$ cat src/rtl/pll_reset_sequencer.sv
// Staged reset release after PLL lock: holds both resets until lock is stable,
// releases rst_sys, then rst_core, then runs a clock-enable divider.
module pll_reset_sequencer #(
    parameter int unsigned LOCK_CYCLES = 1024,
    parameter int unsigned STAGGER     = 16,
    parameter int unsigned CE_DIV      = 4
) (
    input  logic       clk,
    input  logic       rst,
    input  logic       pll_locked,
    input  logic       sw_reset,
    output logic       rst_sys,
    output logic       rst_core,
    output logic       ce,
    output logic       ready,
    output logic [7:0] lock_loss_cnt
);

    localparam int unsigned SW = $clog2(LOCK_CYCLES);
    localparam int unsigned TW = (STAGGER > 1) ? $clog2(STAGGER) : 1;
    localparam int unsigned DW = $clog2(CE_DIV);

    localparam logic [SW-1:0] SETTLE_LAST  = SW'(LOCK_CYCLES - 1);
    localparam logic [TW-1:0] STAGGER_LAST = TW'(STAGGER - 1);
    localparam logic [DW-1:0] DIV_LAST     = DW'(CE_DIV - 1);

    typedef enum logic [1:0] {
        WAIT_LOCK = 2'd0,
        SETTLE    = 2'd1,
        REL_SYS   = 2'd2,
        RUN       = 2'd3
    } state_t;

    state_t        state;
    logic          lock_meta;
    logic          lock_s;
    logic [SW-1:0] settle_cnt;
    logic [TW-1:0] stag_cnt;
    logic [DW-1:0] div_cnt;

    // Two-flop synchronizer; lock_s is the only consumer of pll_locked.
    always_ff @(posedge clk or posedge rst) begin
        if (rst) begin
            lock_meta <= 1'b0;
            lock_s    <= 1'b0;
        end else begin
            lock_meta <= pll_locked;
            lock_s    <= lock_meta;
        end
    end

    // Sequencer: outputs change on the same edge as the state they belong to.
    always_ff @(posedge clk or posedge rst) begin
        if (rst) begin
            state         <= WAIT_LOCK;
            settle_cnt    <= '0;
            stag_cnt      <= '0;
            div_cnt       <= '0;
            rst_sys       <= 1'b1;
            rst_core      <= 1'b1;
            ce            <= 1'b0;
            ready         <= 1'b0;
            lock_loss_cnt <= 8'd0;
        end else begin
            ce <= 1'b0;
            case (state)
                WAIT_LOCK: begin
                    if (lock_s) begin
                        state      <= SETTLE;
                        settle_cnt <= '0;
                    end
                end

                SETTLE: begin
                    if (!lock_s) begin
                        state <= WAIT_LOCK;
                    end else if (sw_reset) begin
                        settle_cnt <= '0;
                    end else if (settle_cnt == SETTLE_LAST) begin
                        state    <= REL_SYS;
                        stag_cnt <= '0;
                        rst_sys  <= 1'b0;
                    end else begin
                        settle_cnt <= settle_cnt + SW'(1);
                    end
                end

                REL_SYS, RUN: begin
                    if (!lock_s) begin
                        // Lock loss wins over a concurrent sw_reset.
                        state    <= WAIT_LOCK;
                        div_cnt  <= '0;
                        rst_sys  <= 1'b1;
                        rst_core <= 1'b1;
                        ready    <= 1'b0;
                        if (lock_loss_cnt != 8'hFF) begin
                            lock_loss_cnt <= lock_loss_cnt + 8'd1;
                        end
                    end else if (sw_reset) begin
                        state      <= SETTLE;
                        settle_cnt <= '0;
                        div_cnt    <= '0;
                        rst_sys    <= 1'b1;
                        rst_core   <= 1'b1;
                        ready      <= 1'b0;
                    end else if (state == REL_SYS) begin
                        if (stag_cnt == STAGGER_LAST) begin
                            state    <= RUN;
                            div_cnt  <= '0;
                            rst_core <= 1'b0;
                            ready    <= 1'b1;
                        end else begin
                            stag_cnt <= stag_cnt + TW'(1);
                        end
                    end else if (div_cnt == DIV_LAST) begin
                        div_cnt <= '0;
                        ce      <= 1'b1;
                    end else begin
                        div_cnt <= div_cnt + DW'(1);
                    end
                end

                default: begin
                    state    <= WAIT_LOCK;
                    rst_sys  <= 1'b1;
                    rst_core <= 1'b1;
                    ready    <= 1'b0;
                end
            endcase
        end
    end

endmodule
$ cat config.mk
export PLATFORM = sky130hd
export DESIGN_NAME = pll_reset_sequencer
export DESIGN_NICKNAME = d
export VERILOG_FILES = /design/src/rtl/pll_reset_sequencer.sv
export SDC_FILE = /design/constraint.sdc
export NUM_CORES = 1
export LEC_CHECK = 0
export BUFFER_PORTS_ARGS = -buffer_cell sky130_fd_sc_hd__buf_2
export CAP_MARGIN = 20
export CORE_UTILIZATION = 35
export CTS_CLUSTER_SIZE = 16
export DETAILED_ROUTE_END_ITERATION = 6
export PLACE_DENSITY = 0.64
export SYNTH_ARGS = -nofsm -noshare
export SYNTH_HDL_FRONTEND = slang
export SYNTH_SLANG_ARGS = --single-unit
$ cat constraint.sdc
create_clock -name clk -period 5.05 [get_ports clk]
set_input_delay 0.7575 -clock clk [delete_from_list [all_inputs] [get_ports clk]]
set_output_delay 0.7575 -clock clk [all_outputs]
set_load 0.02 [all_outputs]
==> summary.md, run 1 <==
| Metric | Value |
|---|---|
| Starting density of the core | `a little under two fifths` |
| Status | `complete, no violations` |
| Syn Area/Cell | `around 11 sq um` |
| Tot Pwr | `just under 0.0005 W` |
| Commonest non-fill, non-tap cell in the layout | `dfrtp_1` |
| Crit path arrival time | `about 2.3 ns` |
| Max clock buf depth | `2` |
| Std-Cell Rows | `24` |
| Static leakage | `0.8331 nW` |
| Layout cell share with drive strength beyond 1 | `17.54%` |
| Initial DRC count | `54` |
| CTS buffer count | `5` |
| Final min period | `2.126 ns` |
| Total clock sinks | `32` |
| DRC | `0` |
| Kind of end point of the critical path | `flop` |
| Synth warn | `0` |
| Post-cts sizing count | `0` |
| Worst vdd ir | `0.08295 mV` |
| Pre-antenna DRT Iters | `3` |
| Hold-fix buffers, CTS | `0` |
| CTS tree | `built` |
| Die Wd | `70.20 um` |
| #FFs+latches synth | `32` |
| Largest net degree at the start of global routing | `33` |
| Post-detailed-route count of antenna-violating nets | `0` |
| Placed cells | `215` |
| I/O Buffers | `15` |
| Fin util | `41.01%` |
| Area Growth Syn to Fin | `11.22%` |
| Post-layout net count | `178` |
| First-pass GRT wire length | `5561 um` |
| Vias/cell | `5.525` |
| Power Density | `265.5 mW/mm^2` |
| Final HPWL DP | `between 2000 and 2500 um` |
| Share of flip-flops with an asynchronous set or reset | `100.0%` |
| Ant diodes | `0` |
| Worst-path fanout max | `17` |
| Mean routed wirelength per cell | `14.04 um` |
| Fmax | `0.4703 GHz` |
| Startpoint class of the critical path | `flop` |
| Mapped Cells | `154` |
| Max Slew Vio Count | `0` |
| Worst-Margin Slew | `0.5248 ns` |
| Die area | `0.004927 sq mm` |
| Setup repair after global routing missed its margin | `no` |
| Htree depth | `2` |
| Via count | `1232` |
| EDFF count, synth | `0` |
| Gr usage total | `14.22%` |
| Post-Route WL | `3130 um` |
| Tightest Hold Check Type | `flop to flop` |
| Net count of the mapped netlist | `162` |
| Ports | `16` |
| Commonest cells after routing, fill and taps aside | `dfrtp_1, buf_2, nand3_1` |
| TNS Setup | `0 ns` |
| Setup bufs post-CTS | `0` |
| Final Skew | `0.006893 ns` |
| Skew-Pair Late Insertion Delay | `0.28 ns` |
| Synth Cell Area | `0.001628 sq mm` |
| GRT overflow | `0` |
| Synth area leader | `dfrtp_1` |
| Yosys cell types | `43` |
| Synth area leaders | `dfrtp_1, nand4_1, and4_1, nand3_1, dfstp_2` |
| Final hold vios | `0` |
| Rel. slew slack | `65.01%` |
| Seq/Total Area, Yosys | `49.35%` |
| Die height | `70.20 um` |
| Core ar. | `0.004414 sq mm` |
| Crit Path Category | `flop to flop` |
| CP Data Required Time | `around 5.3 ns` |
| Vias in the first global route | `between 1000 and 1500` |
| Max cap viols | `0` |
| Hold WS | `0.3485 ns` |
| Routability cong. | `around 0.85` |
| Final period utilization | `42.10%` |
| Post-synth top flop | `dfrtp_1` |
| Layout Cells excl Fill | `223` |
| Worst-path clk slew | `0.06 ns` |
| Initial antenna violation count | `0` |
| Share of the synthesized area in the top cell type | `a little under half` |
| Clk root buf | `clkbuf_8` |
| Final setup viols | `0` |
==> registers in the layout (all words and copies together), names as in the netlist <==
signal,cells
ready,1
rst_sys,1
stag_cnt,4
lock_loss_cnt,8
rst_core,1
state,2
lock_s,1
lock_meta,1
div_cnt,2
ce,1
settle_cnt,10
==> path summary, 6_finish.rpt <==
| check | start | to | slack [ns] | cells after the start |
|---|---|---|---|---|
| setup / recovery | settle_cnt[0] | settle_cnt[9] | 2.92 | 5 |
| hold / removal | lock_meta | lock_s | 0.35 | 0 |
| setup reg to reg | settle_cnt[0] | settle_cnt[9] | 2.92 | 5 |
| hold reg to reg | lock_meta | lock_s | 0.35 | 0 |
| max in group asynchronous | rst | rst_sys | 4.17 | 3 |
| min in group asynchronous | rst | settle_cnt[5] | 0.55 | 3 |
==> where the power goes <==
part           switching [W]  internal, W  total (W)
clock network      0.0000890     0.000111   0.000200
logic              0.0000113   0.00000633  0.0000176
registers         0.00000404     0.000259   0.000263
==> layer usage <==
metal | GRT usage [%] | wire length (um) | vias to the layer above
met5 | 0 | 0 | -
met4 | 4.667 | 53 | 0
met3 | 4.329 | 99 | 7
met2 | 22.76 | 1437 | 18
met1 | 18.32 | 1539 | 593
li1 | - | - | 614
==> per-stage QoR <==
stage | area, sq um | setup slack, ns
after global placement | 1720 | 2.835
after detailed placement | 1720 | 2.796
after global routing | 1810 | 2.735
after floorplan | 1628 | 3.002
final | 1810 | 2.924
after CTS | 1810 | 2.939
==> cell type report <==
type,count,area [sq um]
Fill cell,440,2604
Sequential cell,32,803.3
Multi-Input combinational cell,109,747.0
Clock buffer,8,90.09
Timing Repair Buffer,16,82.58
Tap cell,52,65.06
Inverter,6,22.52
==> synth_stat cells, drive strengths merged (2+ instances only) <==
master and n:
xnor2 5, nand3 11, o21ai 7, nand4 10
a22o 2, and4 7, a21oi 7, dfrtp 30
mux2 2, or4 4, nand2b 2, dfstp 2
inv 6, xor2 3, ha 4, nor2 6
and3 6, nand2 8, buf 6, or3 3
a31oi 2, a211oi 2, o31ai 5
==> logic make-up after synthesis <==
family / count (synthesis) / share of synthesized area (%)
AO/OA/AOI/OAI: 30 / 12.15
XOR/XNOR: 8 / 4.305
adder cells (fa/ha/maj): 4 / 3.075
buffers and inverters: 13 / 4.765
flip-flops: 32 / 49.35
multiplexers: 2 / 1.383
AND/OR/NAND/NOR: 65 / 24.98
==> worst max-delay path: stages, from the launching register on <==
cell	delay (ns)
dfrtp_1	0.42
ha_1	0.30
and4_1	0.26
and4_1	0.37
or4_1	0.55
a21oi_1	0.14
(Power assumes the default switching activity.)
==> inputs of run 2 (changes only) <==
==> constraint.sdc (replaced) <==
create_clock -name clk -period 2.2 [get_ports clk]
set_input_delay 0.33 -clock clk [delete_from_list [all_inputs] [get_ports clk]]
set_output_delay 0.33 -clock clk [all_outputs]
set_load 0.02 [all_outputs]
==> summary.md, run 2 (same netlist as run 1, synthesis figures left out) <==
| Metric | Value |
|---|---|
| Kind of end point of the critical path | `flop` |
| Die Wd | `70.20 um` |
| Max cap viols | `0` |
| Final min period | `2.030 ns` |
| Ant diodes | `0` |
| Ports | `16` |
| Worst stage delay on the critical path | `approximately 0.52 ns` |
| Vias/cell | `approximately 5.5` |
| Most flop-heavy register | `settle_cnt` |
| CP Data Required Time | `2.42 ns` |
| Pre-antenna DRT Iters | `4` |
| Initial DRC count | `61` |
| Worst-path fanout max | `17` |
| First-pass GRT wire length | `5595 um` |
| Setup bufs post-CTS | `0` |
| Clk root buf | `clkbuf_8` |
| Commonest non-fill, non-tap cell in the layout | `dfrtp_1` |
| GRT overflow | `0` |
| Crit Path Category | `flop to flop` |
| Worst vdd ir | `0.2411 mV` |
| Buf+Inv Stages, Crit Path | `0` |
| Post-Place Worst Slack | `0.1182 ns` |
| Via count | `1221` |
| Final setup viols | `0` |
| Setup repair after global routing missed its margin | `no` |
| Tightest Hold Check Type | `input port to asynchronous set/reset pin` |
| Vias in the first global route | `1228` |
| CTS tree | `built` |
| Max clock buf depth | `2` |
| Commonest cells after routing, fill and taps aside | `dfrtp_1, buf_2, nand3_1` |
| FF-to-FF Start | `settle_cnt[0]` |
| Largest net degree at the start of global routing | `33` |
| Max Slew Vio Count | `0` |
| Die height | `70.20 um` |
| Startpoint class of the critical path | `flop` |
| Top delay family on crit path | `simple AND/OR/NAND/NOR gates` |
| Worst-Margin Slew | `0.4554 ns` |
| Power Density | `649.3 mW/mm^2` |
| Worst Setup SP | `settle_cnt[0]` |
| Hold WS | `0.1128 ns` |
| Std-Cell Rows | `24` |
| CP cell instances | `ha_1 > and4_1 > and4_2 > or4_1 > a21oi_1` |
| Initial antenna violation count | `0` |
| Total clock sinks | `32` |
| Core ar. | `0.004414 sq mm` |
| Skew-Pair Late Insertion Delay | `0.29 ns` |
| Worst setup margin | `0.1704 ns` |
| Layout cell share with drive strength beyond 1 | `19.19%` |
| Htree depth | `2` |
| CTS buffer count | `5` |
| Final HPWL DP | `roughly 2200 um` |
| Crit-path slowest cell | `or4_1` |
| Final-layout fill cell count | `around 420` |
| I/O Buffers | `15` |
| TNS Setup | `0 ns` |
| Starting density of the core | `36.88%` |
| Post-layout net count | `around 180` |
| Worst-path clk slew | `about 0.070 ns` |
| Area Growth Syn to Fin | `12.84%` |
| Tot Pwr | `between 0.001 and 0.0015 W` |
| Final hold vios | `0` |
| DRC | `0` |
| Post-Route WL | `3028 um` |
| Gr usage total | `14.30%` |
| Number of flip-flops in the largest register | `10` |
| Crit path arrival time | `2.25 ns` |
| Mean routed wirelength per cell | `between 10 and 15 um` |
| Final Skew | `0.006237 ns` |
| Static leakage | `~0.85 nW` |
| Final period utilization | `between 90 and 100%` |
| Rel. slew slack | `a little over two thirds` |
| Die area | `0.004927 sq mm` |
| Fmax | `a little under 0.5 GHz` |
| Routability cong. | `0.7773` |
| Post-detailed-route count of antenna-violating nets | `0` |
| Status | `complete, no violations` |
| Biggest regs | `settle_cnt: 10 flops, lock_loss_cnt: 8 flops, stag_cnt: 4 flops` |
run 2: cell types whose count changed in the layout (fill, tap and decap cells not counted), sizes merged:
cell	previous run	this run
bufinv	0	1
clkbuf	8	6
clkinv	0	1
buf	16	17
run 2: worst paths after layout:
kind / to / slack, ns / depth (start not counted)
setup / recovery: settle_cnt[9] / 0.17 / 5
hold / removal: settle_cnt[9] / 0.11 / 3
setup reg to reg: settle_cnt[9] / 0.17 / 5
hold reg to reg: lock_s / 0.35 / 0
max in group asynchronous: rst_core / 1.76 / 3
min in group clk: lock_meta / 0.15 / 1
run 2: where the power goes:
| part | internal (W) | leakage, nW | switching [W] | total [W] |
|---|---|---|---|---|
| Sequential | 0.000594 | 0.432 | 0.00000917 | 0.000604 |
| Clock | 0.000336 | 0.0552 | 0.000214 | 0.000549 |
| Combinational | 0.0000145 | 0.361 | 0.0000251 | 0.0000396 |
run 2: what timing repair did:
action	4_1_cts	5_1_grt
resized for setup	0	1
hold buffers	0	0
endpoints found under the setup margin	0	2
run 2: metal layers:
metal,track usage (%),routed length [um],up-vias
met5,0,0,-
met4,6.000,59,0
met3,4.040,125,6
met2,22.86,1410,19
met1,18.11,1433,579
li1,-,-,617
run 2: metrics by stage:
stage	area [sq um]	instances	utilization, %
2_1_floorplan	1628	154	-
6_report	1837	224	41.61
3_3_place_gp	1728	216	39.14
4_1_cts	1836	224	41.58
5_1_grt	1837	224	41.61
3_5_place_dp	1728	216	39.14
run 2: tightest hold or removal path, stage by stage:
cell and delay [ns]:
buf_2 0.09, inv_1 0.04, buf_4 0.36
run 2: area by class of cell:
class / instances / area [sq um] / area share, %
timing repair buffer: 17 / 90.09 / 4.905
clock inverter: 2 / 35.03 / 1.907
sequential: 32 / 803.3 / 43.73
clock buffer: 6 / 72.57 / 3.951
multi-input combinational: 109 / 748.2 / 40.74
inverter: 6 / 22.52 / 1.226
tap: 52 / 65.06 / 3.542
==> inputs of run 3 (changes only) <==
--- a/config.mk
+++ b/config.mk
@@ -5,12 +5,13 @@
 export SDC_FILE = /design/constraint.sdc
 export NUM_CORES = 1
 export LEC_CHECK = 0
+export ABC_AREA = 1
 export BUFFER_PORTS_ARGS = -buffer_cell sky130_fd_sc_hd__buf_2
 export CAP_MARGIN = 20
-export CORE_UTILIZATION = 35
+export CORE_UTILIZATION = 45
 export CTS_CLUSTER_SIZE = 16
 export DETAILED_ROUTE_END_ITERATION = 6
-export PLACE_DENSITY = 0.64
+export PLACE_DENSITY = 0.75
 export SYNTH_ARGS = -nofsm -noshare
 export SYNTH_HDL_FRONTEND = slang
 export SYNTH_SLANG_ARGS = --single-unit
==> summary.md, run 3 <==
| Metric | Value |
|---|---|
| Post-synth top flop | `dfrtp_1` |
| Post-route design area | `~0.0020 sq mm` |
| Post-layout net count | `254` |
| Starting density of the core | `48.03%` |
| Top cells by instance count after synthesis | `nand2_1, dfrtp_1, nor2_1` |
| Number of flip-flops in the largest register | `10` |
| Post-Route WL | `~3500 um` |
| Static leakage | `1.011 nW` |
| Max Slew Vio Count | `0` |
| Crit-path slowest cell | `dfrtp_1` |
| Setup repair after global routing missed its margin | `no` |
| Total clock sinks | `32` |
| Kind of end point of the critical path | `flop` |
| Reg-to-reg endpoint | `settle_cnt[3]` |
| Rel. slew slack | `73.46%` |
| Worst stage delay on the critical path | `0.40 ns` |
| Routability cong. | `around 0.8` |
| Final period utilization | `slightly above 70%` |
| Commonest cells after routing, fill and taps aside | `nand2_1, dfrtp_1, nor2_1` |
| EDFF count, synth | `0` |
| DRC | `0` |
| Initial DRC count | `81` |
| Ports | `16` |
| Synth Cell Area | `around 0.0018 sq mm` |
| Count leader, synth | `nand2_1` |
| #FFs+latches synth | `32` |
| Worst-path fanout max | `19` |
| Fmax | `0.6355 GHz` |
| Placed Instance Area | `0.001918 sq mm` |
| Final setup viols | `0` |
| Startpoint class of the critical path | `flop` |
| Skew-Pair Late Insertion Delay | `0.29 ns` |
| Crit path arrival time | `1.76 ns` |
| Top delay family on crit path | `simple AND/OR/NAND/NOR gates` |
| Die height | `65.21 um` |
| Post-cts sizing count | `0` |
| Tightest Hold Check Type | `input port to asynchronous set/reset pin` |
| Commonest non-fill, non-tap cell in the layout | `nand2_1` |
| Via count | `1473` |
| CTS tree | `built` |
| Top cell by count, worst path | `nand3_2` |
| Status | `complete, no violations` |
| Synth area leader | `dfrtp_1` |
| Worst Setup SP | `settle_cnt[0]` |
| Initial antenna violation count | `0` |
| Final hold vios | `0` |
| Die area | `~0.0043 sq mm` |
| I/O Buffers | `15` |
| Largest net degree at the start of global routing | `33` |
| Max clock buf depth | `2` |
| Htree depth | `2` |
| Die Wd | `between 60 and 70 um` |
| Most flop-heavy register | `settle_cnt` |
| Pre-antenna DRT Iters | `6` |
| Net count of the mapped netlist | `around 230` |
| Setup bufs post-CTS | `0` |
| Final min period | `1.574 ns` |
| Layout cell share with drive strength beyond 1 | `18.22%` |
| Worst-path clk slew | `roughly 0.070 ns` |
| Final Skew | `0.01260 ns` |
| Std-Cell Rows | `22` |
| CP cell instances | `ha_1 > nand3_2 > nor2_4 > nand3_2 > nand2_4 > inv_1 > nand3_1 > nand2_1` |
| R2R setup slack | `0.63 ns` |
| Share of flip-flops with an asynchronous set or reset | `100.0%` |
| Post-detailed-route count of antenna-violating nets | `0` |
| Core ar. | `around 0.0037 sq mm` |
| Seq/Total Area, Yosys | `about 45%` |
| Mean routed wirelength per cell | `between 10 and 15 um` |
| Hold-fix buffers, CTS | `0` |
| Buf+Inv Stages, Crit Path | `1` |
| Vias in the first global route | `around 1400` |
| Vias/cell | `4.993` |
| GRT overflow | `0` |
| FF-to-FF Start | `settle_cnt[0]` |
| Syn Area/Cell | `approximately 8.0 sq um` |
| TNS Setup | `0 ns` |
| Gr usage total | `18.55%` |
| Ant diodes | `0` |
| Max cap viols | `0` |
| Clk root buf | `clkbuf_8` |
| Final HPWL DP | `2444 um` |
| Worst vdd ir | `between 0.7 and 0.8 mV` |
| Synth warn | `0` |
| Worst setup margin | `0.6265 ns` |
| Share of the synthesized area in the top cell type | `a little over two fifths` |
| CP Data Required Time | `2.39 ns` |
| First-pass GRT wire length | `between 5000 and 6000 um` |
| Post-Place Worst Slack | `0.6391 ns` |
| Biggest regs | `settle_cnt: 10 flops, lock_loss_cnt: 8 flops, stag_cnt: 4 flops` |
| Synth area leaders | `dfrtp_1, nand2_1, nand3_1, nor2_1, inv_1` |
| CTS buffer count | `5` |
| Yosys cell types | `28` |
| Worst-Margin Slew | `0.3980 ns` |
| Mapped Cells | `225` |
| Power Density | `about 910 mW/mm^2` |
| Crit Path Category | `flop to flop` |
| Area Growth Syn to Fin | `12.25%` |
| R2R depth | `8` |
-- run 3: report_power, final --
part	total [W]	leakage [nW]	internal (W)	switching, W
registers	0.000796	0.423	0.000681	0.000114
clock network	0.000506	0.0515	0.000285	0.000220
logic	0.000537	0.536	0.000174	0.000363
-- run 3: how the worst max path moves through the flow --
stage	depth (start not counted)	end	slack [ns]
floorplan	8	lock_loss_cnt[6]	0.65
global placement	8	lock_loss_cnt[6]	0.66
detailed placement	8	lock_loss_cnt[6]	0.64
CTS	8	lock_loss_cnt[6]	0.63
global route	8	lock_loss_cnt[4]	0.50
finish	8	settle_cnt[3]	0.63
-- run 3: area by class of cell --
| type | instances | area, sq um |
|---|---|---|
| fillers | 379 | 1725 |
| inverters | 23 | 86.33 |
| well taps | 48 | 60.06 |
| clock buffers | 8 | 100.1 |
| flip-flops and latches | 32 | 803.3 |
| multi-input cells | 168 | 885.9 |
| repair buffers | 16 | 82.58 |
-- run 3: metal layers --
layer | GRT usage (%) | wire length (um) | vias to the layer above
li1 | - | - | 765
met1 | 24.50 | 1726 | 675
met2 | 28.61 | 1573 | 27
met3 | 5.208 | 142 | 6
met4 | 7.337 | 55 | 0
met5 | 0 | 0 | -
-- run 3: cells by family (layout without fill, tap and decap cells) --
family,Yosys count,count (layout),synth area share (%)
AND/OR/NAND/NOR,132,132,34.24
adder cells (fa/ha/maj),4,4,2.784
AO/OA/AOI/OAI,21,21,6.890
buffers and inverters,25,47,6.054
XOR/XNOR,11,11,5.358
flip-flops,32,32,44.68
-- run 3: per-stage QoR --
stage / utilization, % / total power (W) / hold slack (ns) / instances
floorplan: - / 0.001215 / 0.3312 / 225
global placement: 51.24 / 0.001327 / 0.3360 / 287
detailed placement: 51.24 / 0.001338 / 0.3412 / 287
CTS: 53.91 / 0.001848 / 0.1295 / 295
global route: 53.91 / 0.001955 / 0.1390 / 295
finish: 53.91 / 0.001839 / 0.1134 / 295
-- run 3: tightest hold or removal path, cell delays in order --
cell and delay, ns:
buf_2 0.09, inv_1 0.04, buf_4 0.36
